File: config.mk
export PLATFORM = sky130hd
export DESIGN_NAME = uart_rx_flat
export DESIGN_NICKNAME = d
export VERILOG_FILES = /design/src/rtl/uart_rx_pkg.sv /design/src/rtl/uart_rx_if.sv /design/src/rtl/uart_rx_sync_2ff.sv /design/src/rtl/uart_rx.sv /design/src/flat_wrapper.sv
export SDC_FILE = /design/constraint.sdc
export NUM_CORES = 1
export LEC_CHECK = 0
export BUFFER_PORTS_ARGS = -buffer_cell sky130_fd_sc_hd__buf_2
export CAP_MARGIN = 20
export CORE_ASPECT_RATIO = 1.5
export CORE_UTILIZATION = 50
export CTS_BUF_LIST = sky130_fd_sc_hd__clkbuf_8
export DETAILED_ROUTE_END_ITERATION = 7
export HOLD_SLACK_MARGIN = 0.08
export PLACE_DENSITY = 0.72
export SETUP_SLACK_MARGIN = 0.02
export SLEW_MARGIN = 20
export SYNTH_ARGS = -nofsm -noshare
export SYNTH_HDL_FRONTEND = slang
export SYNTH_SLANG_ARGS = --single-unit
File: constraint.sdc
create_clock -name clk -period 3.1 [get_ports clk]
set_input_delay 0.62 -clock clk [delete_from_list [all_inputs] [get_ports clk]]
set_output_delay 0.62 -clock clk [all_outputs]
set_load 0.03 [all_outputs]
File: src/rtl/uart_rx_pkg.sv
// Shared UART definitions: FSM state encoding, bit-timing constants, counter sizing.
// The transmitter reuses these definitions.
package uart_rx_pkg;

   typedef enum logic [1:0] {
      StIdle  = 2'd0,
      StStart = 2'd1,
      StData  = 2'd2,
      StStop  = 2'd3
   } state_e;

   localparam int unsigned START_MID = 7;
   localparam int unsigned BIT_LAST  = 15;

   // Two stop bits need 32 ticks, which needs a 5-bit tick counter.
   function automatic int unsigned cnt_width(int unsigned sb_tick);
      return (sb_tick > 16) ? 5 : 4;
   endfunction

endpackage

File: src/rtl/uart_rx_if.sv
// Consumer-side interface of the UART receiver: byte handshake plus status flags.
interface uart_rx_if #(
   parameter int unsigned DATA_BITS = 8
);
   logic [DATA_BITS-1:0] rx_data;
   logic                 rx_valid;
   logic                 rx_ready;
   logic                 frame_err;
   logic                 overrun;
   logic                 ovr_clr;
   logic                 busy;

   modport master (
      output rx_data, rx_valid, frame_err, overrun, busy,
      input  rx_ready, ovr_clr
   );

   modport slave (
      input  rx_data, rx_valid, frame_err, overrun, busy,
      output rx_ready, ovr_clr
   );
endinterface

File: src/rtl/uart_rx_sync_2ff.sv
// Generic two-flop synchronizer with a configurable reset value.
module uart_rx_sync_2ff #(
   parameter int unsigned          WIDTH     = 1,
   parameter logic [WIDTH-1:0]     RESET_VAL = '0
) (
   input  logic             clk,
   input  logic             rst_n,
   input  logic [WIDTH-1:0] d,
   output logic [WIDTH-1:0] q
);
   logic [WIDTH-1:0] meta_q;

   always_ff @(posedge clk or negedge rst_n) begin
      if (!rst_n) begin
         meta_q <= RESET_VAL;
         q      <= RESET_VAL;
      end else begin
         meta_q <= d;
         q      <= meta_q;
      end
   end
endmodule

File: src/rtl/uart_rx.sv
// UART receive stage: 16x oversampled frame recovery into a one-entry valid/ready buffer
// with framing and sticky overrun flags.
module uart_rx #(
   parameter int unsigned DATA_BITS = 8,
   parameter int unsigned SB_TICK   = 16
) (
   input  logic      clk,
   input  logic      rst_n,
   input  logic      tick,
   input  logic      rx,
   uart_rx_if.master bus
);
   import uart_rx_pkg::*;

   localparam int unsigned    CNT_W       = cnt_width(SB_TICK);
   localparam logic [CNT_W-1:0] START_MID_C = CNT_W'(START_MID);
   localparam logic [CNT_W-1:0] BIT_LAST_C  = CNT_W'(BIT_LAST);
   localparam logic [CNT_W-1:0] STOP_LAST_C = CNT_W'(SB_TICK - 1);
   localparam logic [2:0]       N_LAST_C    = 3'(DATA_BITS - 1);

   logic rx_s;

   state_e               state_q, state_d;
   logic [CNT_W-1:0]     s_cnt_q, s_cnt_d;
   logic [2:0]           n_cnt_q, n_cnt_d;
   logic [DATA_BITS-1:0] shreg_q, shreg_d;
   logic                 deliver;
   logic                 stop_bad;
   logic                 busy;

   logic [DATA_BITS-1:0] rx_data_q;
   logic                 rx_valid_q;
   logic                 frame_err_q;
   logic                 overrun_q;
   logic                 handshake;

   uart_rx_sync_2ff #(
      .WIDTH     (1),
      .RESET_VAL (1'b1)
   ) u_sync (
      .clk   (clk),
      .rst_n (rst_n),
      .d     (rx),
      .q     (rx_s)
   );

   always_ff @(posedge clk or negedge rst_n) begin
      if (!rst_n) begin
         state_q <= StIdle;
         s_cnt_q <= '0;
         n_cnt_q <= '0;
         shreg_q <= '0;
      end else begin
         state_q <= state_d;
         s_cnt_q <= s_cnt_d;
         n_cnt_q <= n_cnt_d;
         shreg_q <= shreg_d;
      end
   end

   always_comb begin
      state_d  = state_q;
      s_cnt_d  = s_cnt_q;
      n_cnt_d  = n_cnt_q;
      shreg_d  = shreg_q;
      deliver  = 1'b0;
      stop_bad = 1'b0;
      unique case (state_q)
         StIdle: begin
            // Start detection does not wait for a tick.
            if (!rx_s) begin
               state_d = StStart;
               s_cnt_d = '0;
            end
         end
         StStart: begin
            if (tick) begin
               if (s_cnt_q == START_MID_C) begin
                  if (!rx_s) begin
                     state_d = StData;
                     s_cnt_d = '0;
                     n_cnt_d = '0;
                  end else begin
                     state_d = StIdle;
                  end
               end else begin
                  s_cnt_d = s_cnt_q + 1'b1;
               end
            end
         end
         StData: begin
            if (tick) begin
               if (s_cnt_q == BIT_LAST_C) begin
                  s_cnt_d = '0;
                  shreg_d = {rx_s, shreg_q[DATA_BITS-1:1]};
                  if (n_cnt_q == N_LAST_C) begin
                     state_d = StStop;
                  end else begin
                     n_cnt_d = n_cnt_q + 3'd1;
                  end
               end else begin
                  s_cnt_d = s_cnt_q + 1'b1;
               end
            end
         end
         StStop: begin
            if (tick) begin
               if (s_cnt_q == STOP_LAST_C) begin
                  state_d  = StIdle;
                  deliver  = rx_s;
                  stop_bad = !rx_s;
               end else begin
                  s_cnt_d = s_cnt_q + 1'b1;
               end
            end
         end
      endcase
   end

   always_comb begin
      busy = (state_q != StIdle);
   end

   assign handshake = rx_valid_q & bus.rx_ready;

   // A byte consumed in the delivery cycle frees the slot for the new byte.
   always_ff @(posedge clk or negedge rst_n) begin
      if (!rst_n) begin
         rx_data_q   <= '0;
         rx_valid_q  <= 1'b0;
         frame_err_q <= 1'b0;
         overrun_q   <= 1'b0;
      end else begin
         frame_err_q <= stop_bad;
         if (deliver && (!rx_valid_q || handshake)) begin
            rx_data_q  <= shreg_q;
            rx_valid_q <= 1'b1;
         end else if (handshake) begin
            rx_valid_q <= 1'b0;
         end
         if (deliver && rx_valid_q && !handshake) begin
            overrun_q <= 1'b1;
         end else if (bus.ovr_clr) begin
            overrun_q <= 1'b0;
         end
      end
   end

   assign bus.rx_data   = rx_data_q;
   assign bus.rx_valid  = rx_valid_q;
   assign bus.frame_err = frame_err_q;
   assign bus.overrun   = overrun_q;
   assign bus.busy      = busy;

endmodule
File: src/flat_wrapper.sv
// flat-port wrapper written by rule: the top's interface ports become plain ports
module uart_rx_flat import uart_rx_pkg::*;
#(
   parameter int unsigned DATA_BITS = 8,
   parameter int unsigned SB_TICK   = 16
)
  (clk, rst_n, tick, rx, bus_rx_data, bus_rx_valid, bus_frame_err, bus_overrun, bus_busy, bus_rx_ready, bus_ovr_clr);
  uart_rx_if #(.DATA_BITS(DATA_BITS)) bus_i ();
  input  logic clk;
  input  logic rst_n;
  input  logic tick;
  input  logic rx;
  output wire logic [$bits(bus_i.rx_data)-1:0] bus_rx_data;
  output wire logic [$bits(bus_i.rx_valid)-1:0] bus_rx_valid;
  output wire logic [$bits(bus_i.frame_err)-1:0] bus_frame_err;
  output wire logic [$bits(bus_i.overrun)-1:0] bus_overrun;
  output wire logic [$bits(bus_i.busy)-1:0] bus_busy;
  input wire logic [$bits(bus_i.rx_ready)-1:0] bus_rx_ready;
  input wire logic [$bits(bus_i.ovr_clr)-1:0] bus_ovr_clr;
  assign bus_rx_data = bus_i.rx_data;
  assign bus_rx_valid = bus_i.rx_valid;
  assign bus_frame_err = bus_i.frame_err;
  assign bus_overrun = bus_i.overrun;
  assign bus_busy = bus_i.busy;
  assign bus_i.rx_ready = bus_rx_ready;
  assign bus_i.ovr_clr = bus_ovr_clr;
  uart_rx #(.DATA_BITS(DATA_BITS), .SB_TICK(SB_TICK)) u_core (.clk(clk), .rst_n(rst_n), .tick(tick), .rx(rx), .bus(bus_i));
endmodule
# --- After elaboration in Yosys (flattened, before gate mapping) ---
# Index checks and enable logic that the tools add are counted.
totals:
  reg_bits: 30
  output_inout_bits: 12
  word_cells: 81
classes:
  add_sub_neg: 2
  eq_ne: 17
  muxes: 35
  bitwise_logic: 1
  n_reduce_logical: 16
op_table:
  columns: ["op", "count"]
  rows:
  - ["4-bit 2-to-1 mux", 7]
  - ["2-bit 2-to-1 mux", 9]
  - ["3-bit 2-to-1 mux", 6]
  - ["4-bit case mux with 4 select lines", 1]
  - ["2-bit inequality test (second input constant)", 7]
  - ["1-bit 2-to-1 mux", 10]
  - ["2-bit by 1-bit inequality test with 1-bit output (second input constant)", 4]
  - ["2-bit case mux with 4 select lines", 1]
  - ["8-bit AND reduction", 1]
  - ["2-bit nonzero test", 4]
  - ["7-bit AND reduction", 1]
  - ["3-bit case mux with 2 select lines", 1]
  - ["4-bit by 1-bit adder with 4-bit output (second input constant)", 1]
  - ["2-bit equality test (second input constant)", 2]
  - ["4-bit by 3-bit equality test with 1-bit output (second input constant)", 1]
  - ["4-bit equality test (second input constant)", 1]
  - ["4-bit AND reduction", 1]
  - ["3-bit by 1-bit adder with 3-bit output (second input constant)", 1]
  - ["3-bit equality test (second input constant)", 1]
  - ["1-bit logical AND", 3]
  - ["1-bit zero test", 3]
  - ["3-bit AND reduction", 1]
  - ["2-bit by 1-bit equality test with 1-bit output (second input constant)", 1]
  - ["2-bit zero test", 1]
  - ["2 further kinds", 2]

# --- Depth between registers and ports, before layout ---
depth:
  word_depth: 7
  mapped_depth: 6

# --- Hierarchy ---
# A second synthesis with hierarchy kept.
unflattened:
  hier_cells: 109
  area_unflattened_um2: 1416.4
modules_own_cells:
  columns: ["module", "n_inst", "cells_each", "area_each_um2", "seq_area_each_um2"]
  rows:
  - ["uart_rx", 1, 107, 1363.8, 700.7]
  - ["uart_rx_sync_2ff", 1, 2, 52.6, 52.6]

# --- Worst setup path before layout ---
# Ideal clock, no wire load.
synth_timing:
  path_type: "register to register"
  from: "reg u_core.n_cnt_q[0]"
  to: "reg u_core.n_cnt_q[0]"
  setup_time_ps: 122
  arrival_time_ps: 1593
  path_slack_ps: 1385
  path_stages_with_launch: 7
  n_path_buf: 1
  period_less_slack_ps: 1715
  cell_sequence: "dfrtp_1 -> ha_1 -> ha_1 -> or4b_1 -> buf_2 -> xor2_1 -> o21ai_2"
synth_via:
  elab_chain_cells: 5
  word_cells_on_any_way: 8
synth_rtl:
  columns: ["element", "line", "text"]
  rows:
  - ["start: declaration", "uart_rx.sv:25", "logic [2:0] n_cnt_q, n_cnt_d;"]
  - ["start signal: assignment", "uart_rx.sv:56", "n_cnt_q <= n_cnt_d;"]
  - ["3-bit by 1-bit adder with 3-bit output", "uart_rx.sv:99", "n_cnt_d = n_cnt_q + 3'd1;"]
  - ["3-bit 2-to-1 mux", "uart_rx.sv:96", "if (n_cnt_q == N_LAST_C) begin"]
  - ["3-bit 2-to-1 mux", "uart_rx.sv:93", "if (s_cnt_q == BIT_LAST_C) begin"]
  - ["3-bit 2-to-1 mux", "uart_rx.sv:92", "if (tick) begin"]
  - ["3-bit case mux with 2 select lines", "uart_rx.sv:68", "unique case (state_q)"]
# Parallel ways exist; a longest one is shown, timed or not. The select of a mux whose other input is x is not followed.
# A chain may end at the register's enable or synchronous reset.

# --- Worst setup path after layout ---
layout_timing:
  from: "reg u_core.s_cnt_q[1]"
  to: "reg u_core.rx_data_q[2], in the netlist u_core.bus.rx_data[2]"
layout_via:
  elab_chain_cells: 5
layout_rtl:
  columns: ["element", "line", "text"]
  rows:
  - ["start: declaration", "uart_rx.sv:24", "logic [CNT_W-1:0] s_cnt_q, s_cnt_d;"]
  - ["start signal: assignment", "uart_rx.sv:55", "s_cnt_q <= s_cnt_d;"]
  - ["4-bit equality test", "uart_rx.sv:108", "if (s_cnt_q == STOP_LAST_C) begin"]
  - ["1-bit 2-to-1 mux", "uart_rx.sv:108", null]
  - ["1-bit 2-to-1 mux", "uart_rx.sv:107", "if (tick) begin"]
  - ["1-bit 2-to-1 mux", "uart_rx.sv:68", null]
  - ["1-bit logical AND", "uart_rx.sv:135", "if (deliver && (!rx_valid_q || handshake)) begin"]
  - ["end signal: assignment", "uart_rx.sv:136", "rx_data_q <= shreg_q;"]
  - ["end: declaration", "uart_rx.sv:31", "logic [DATA_BITS-1:0] rx_data_q;"]
# Every way passes these cells.

==> summary.md <==
| Metric | Value |
|---|---|
| Area growth syn-to-layout | `13.8%` |
| Setup Viol. Count Final | `0` |
| Remaining DRCs | `0` |
| Placed Area | `between 1000 and 1500 um2` |
| Antenna-violating nets left | `0` |
| WL/cell | `between 15 and 20 um` |
| Critical path data arrival time | `between 2 and 2.5 ns` |
| Crit path max fanout | `8` |
| Sw Ratio | `roughly a quarter` |
| Setup TNS | `0 ns` |
| Pwr/cell area | `614 nW/um2` |
| Fin Hold WS | `approximately 0.35 ns` |
| Skew final | `0.00305 ns` |
| #FFs+latches synth | `30` |
| Antenna violations before repair | `0` |
| Worst hold endpoint | `u_core.u_sync.q` |
| Post-synth EDFFs | `0` |
| Leakage | `roughly 0.76 nW` |
| Clock Path Buffers | `2` |
| Most common cell after layout, fill and taps aside | `dfrtp_1` |
| Core ar. | `roughly 2500 um2` |
| Slowest-stage cell, CP | `and4_1` |
| DRT Pass-1 Iters | `4` |
| Comb pwr share | `a little over an eighth` |
| CP required | `approximately 3.3 ns` |
| Ys flop type | `dfrtp_1` |
| Hold Crit Class | `register to register` |
| Placer Congestion | `0.821` |
| DP Wirelength | `~1600 um` |
| Hold Fails Final Rpt | `0` |
| Status | `finished clean` |
| Number of library cell types mapped by synthesis | `37` |
| Antenna cell count | `0` |
| Sink Count | `30` |
| Vias in the first global route | `~840` |
| First-pass GRT wire length | `3780 um` |
| Num ports | `18` |
| # hold bufs at CTS | `0` |
| Worst path buffer plus inverter count | `0` |
| Setup crit start kind | `register` |
| Most frequent cells in the layout | `dfrtp_1, mux2_2, buf_2` |
| Ys Warns | `0` |
| H-tree depth | `2` |
| Hold wc startpoint | `u_core.u_sync.meta_q` |
| Post-synthesis sequential area ratio | `57.1%` |
| Final Cell Area | `around 1500 um2` |
| Fillcell total | `215` |
| Gr usage total | `a little under a fifth` |
| Postcts setup bufs | `0` |
| Worst setup EP type | `register` |
| Clock-pin slew on the worst setup and hold paths | `approximately 0.060 ns` |
| Sw power | `0.242 mW` |
| Post-Route WL | `2260 um` |
| Crit path kind | `register to register` |
| Die width | `roughly 44 um` |
| Minimum clock period | `around 2.0 ns` |
| RSZ-0062 raised after global routing | `no` |
| Grt ovf | `0` |
| Cells after synthesis | `around 100` |
| Int Pwr | `0.680 mW` |
| Clock share of power | `33.6%` |
| Flop pwr share | `a little over half` |
| Fraction of registers with async set/reset | `between 90% and 100%` |
| Initial DRC count | `8` |
| Nets | `approximately 130` |
| Skew-Pair Late Insertion Delay | `about 0.27 ns` |
| Maximum capacitance violations | `0` |
| Die Area | `2850 um2` |
| Cells along the critical path | `ha_1 > nand3_2 > nor2_1 > and4_1 > mux2_2` |
| Hold depth | `0` |
| R2R setup slack | `1.07 ns` |
| Largest net degree at the start of global routing | `31` |
| FMAX | `~0.49 GHz` |
| Vias | `860` |
| Crit Reg-Reg Startpoint | `u_core.s_cnt_q[1]` |
| Reg2Reg Depth | `5` |
| Layout cells sized above 1 | `about two fifths` |
| RR Endpoint | `u_core.bus.rx_data[2]` |
| Clock tree from TritonCTS | `yes` |
| Slew margin rel. | `a little under three fifths` |
| Die span in y | `between 60 and 70 um` |
| CTS buffer count | `5` |
| Post-CTS resize count | `0` |
| Peak VDD IR | `a little under 0.4 mV` |
| Worst slew pin tran | `0.650 ns` |
| Vias/cell | `approximately 5.9` |
| CTS root buffer | `clkbuf_8` |
| Max incr delay on CP | `approximately 0.46 ns` |
| Final Max Tran Viols | `0` |
| Port-buffer cells | `17` |
| Synthesized Nets | `between 100 and 150` |
| Crit-path leading delay family | `simple AND/OR/NAND/NOR gates` |
| Row count | `22` |
| Mean post-synth cell area | `around 13 um2` |
| Fin crit share | `between 60% and 70%` |
| Initial core utilization | `53.2%` |
| Cell Area, Synth | `~1300 um2` |
==> Yosys cell counts (2+ instances only) <==
cell,instances,area [um2]
nand3_1,5,25.0
dfrtp_1,28,701
o21ai_0,4,20.0
nand2_1,4,15.0
nor2_1,4,15.0
a22o_1,2,17.5
buf_4,2,15.0
inv_1,4,15.0
dfstp_2,2,52.6
mux2_2,17,191
mux2i_1,2,20.0
ha_1,3,37.5
==> kinds of logic after synthesis <==
logic type	after synthesis	synth area share (%)
DFF	30	57.1
and+or+nand+nor	23	10.3
muxes	19	16.0
AOI/OAI and AO/OA	17	9.30
buffers and inverters	8	3.03
adders and majority gates	3	2.85
xor gates and xnor gates	2	1.33
==> power groups by stage <==
stage	logic (mW)	clock network [mW]	registers, mW
after global routing	0.146	0.339	0.492
after global placement	0.123	0	0.489
after CTS	0.129	0.320	0.486
after detailed placement	0.127	0	0.493
after floorplan	0.102	0	0.479
final	0.126	0.310	0.486
==> worst max-delay path by stage <==
stage | from | to | depth (start not counted)
finish | u_core.s_cnt_q[1] | u_core.bus.rx_data[2] | 5
global route | u_core.s_cnt_q[1] | u_core.bus.rx_data[2] | 5
CTS | u_core.s_cnt_q[1] | u_core.bus.rx_data[7] | 5
detailed placement | tick | u_core.bus.rx_data[7] | 5
global placement | tick | u_core.bus.rx_data[6] | 5
floorplan | u_core.n_cnt_q[0] | u_core.n_cnt_q[0] | 6
==> area by class of cell <==
cell class	instances	area (um2)	share of cell area, %
clock inverters	2	8.76	0.584
well taps	24	30.0	2.00
repair buffers	17	85.1	5.67
multi-input cells	64	526	35.0
inverters	4	15.0	1.00
flip-flops and latches	30	753	50.2
clock buffers	6	82.6	5.50
==> per-layer routing <==
metal  track usage, %  part of all wire [%]  up-vias  wire length, um
met4             7.95                   1.0        0               23
met3             5.85                   4.8        2              108
met1             20.7                    41      427              922
li1                 -                     -      409                -
met2             32.1                    53       22             1200
met5                0                     0        -                0
==> flip-flops by register name, summed over array words and instances (netlist names), named ones only <==
signal,count
u_core.bus.frame_err,1
u_core.bus.overrun,1
u_core.bus.rx_data,8
u_core.bus.rx_valid,1
u_core.n_cnt_q,3
u_core.s_cnt_q,4
u_core.shreg_q,8
u_core.state_q,1
u_core.u_sync.meta_q,1
u_core.u_sync.q,1
==> per-stage QoR <==
stage	utilization [%]	instances	worst slack [ns]	power [mW]
2_1_floorplan	-	102	1.38	0.580
3_3_place_gp	56.9	139	1.09	0.612
3_5_place_dp	56.9	139	0.993	0.620
4_1_cts	60.6	147	1.05	0.936
5_1_grt	60.6	147	0.923	0.977
6_report	60.6	147	1.07	0.921
Note: power is estimated with default switching activity, not from simulation.
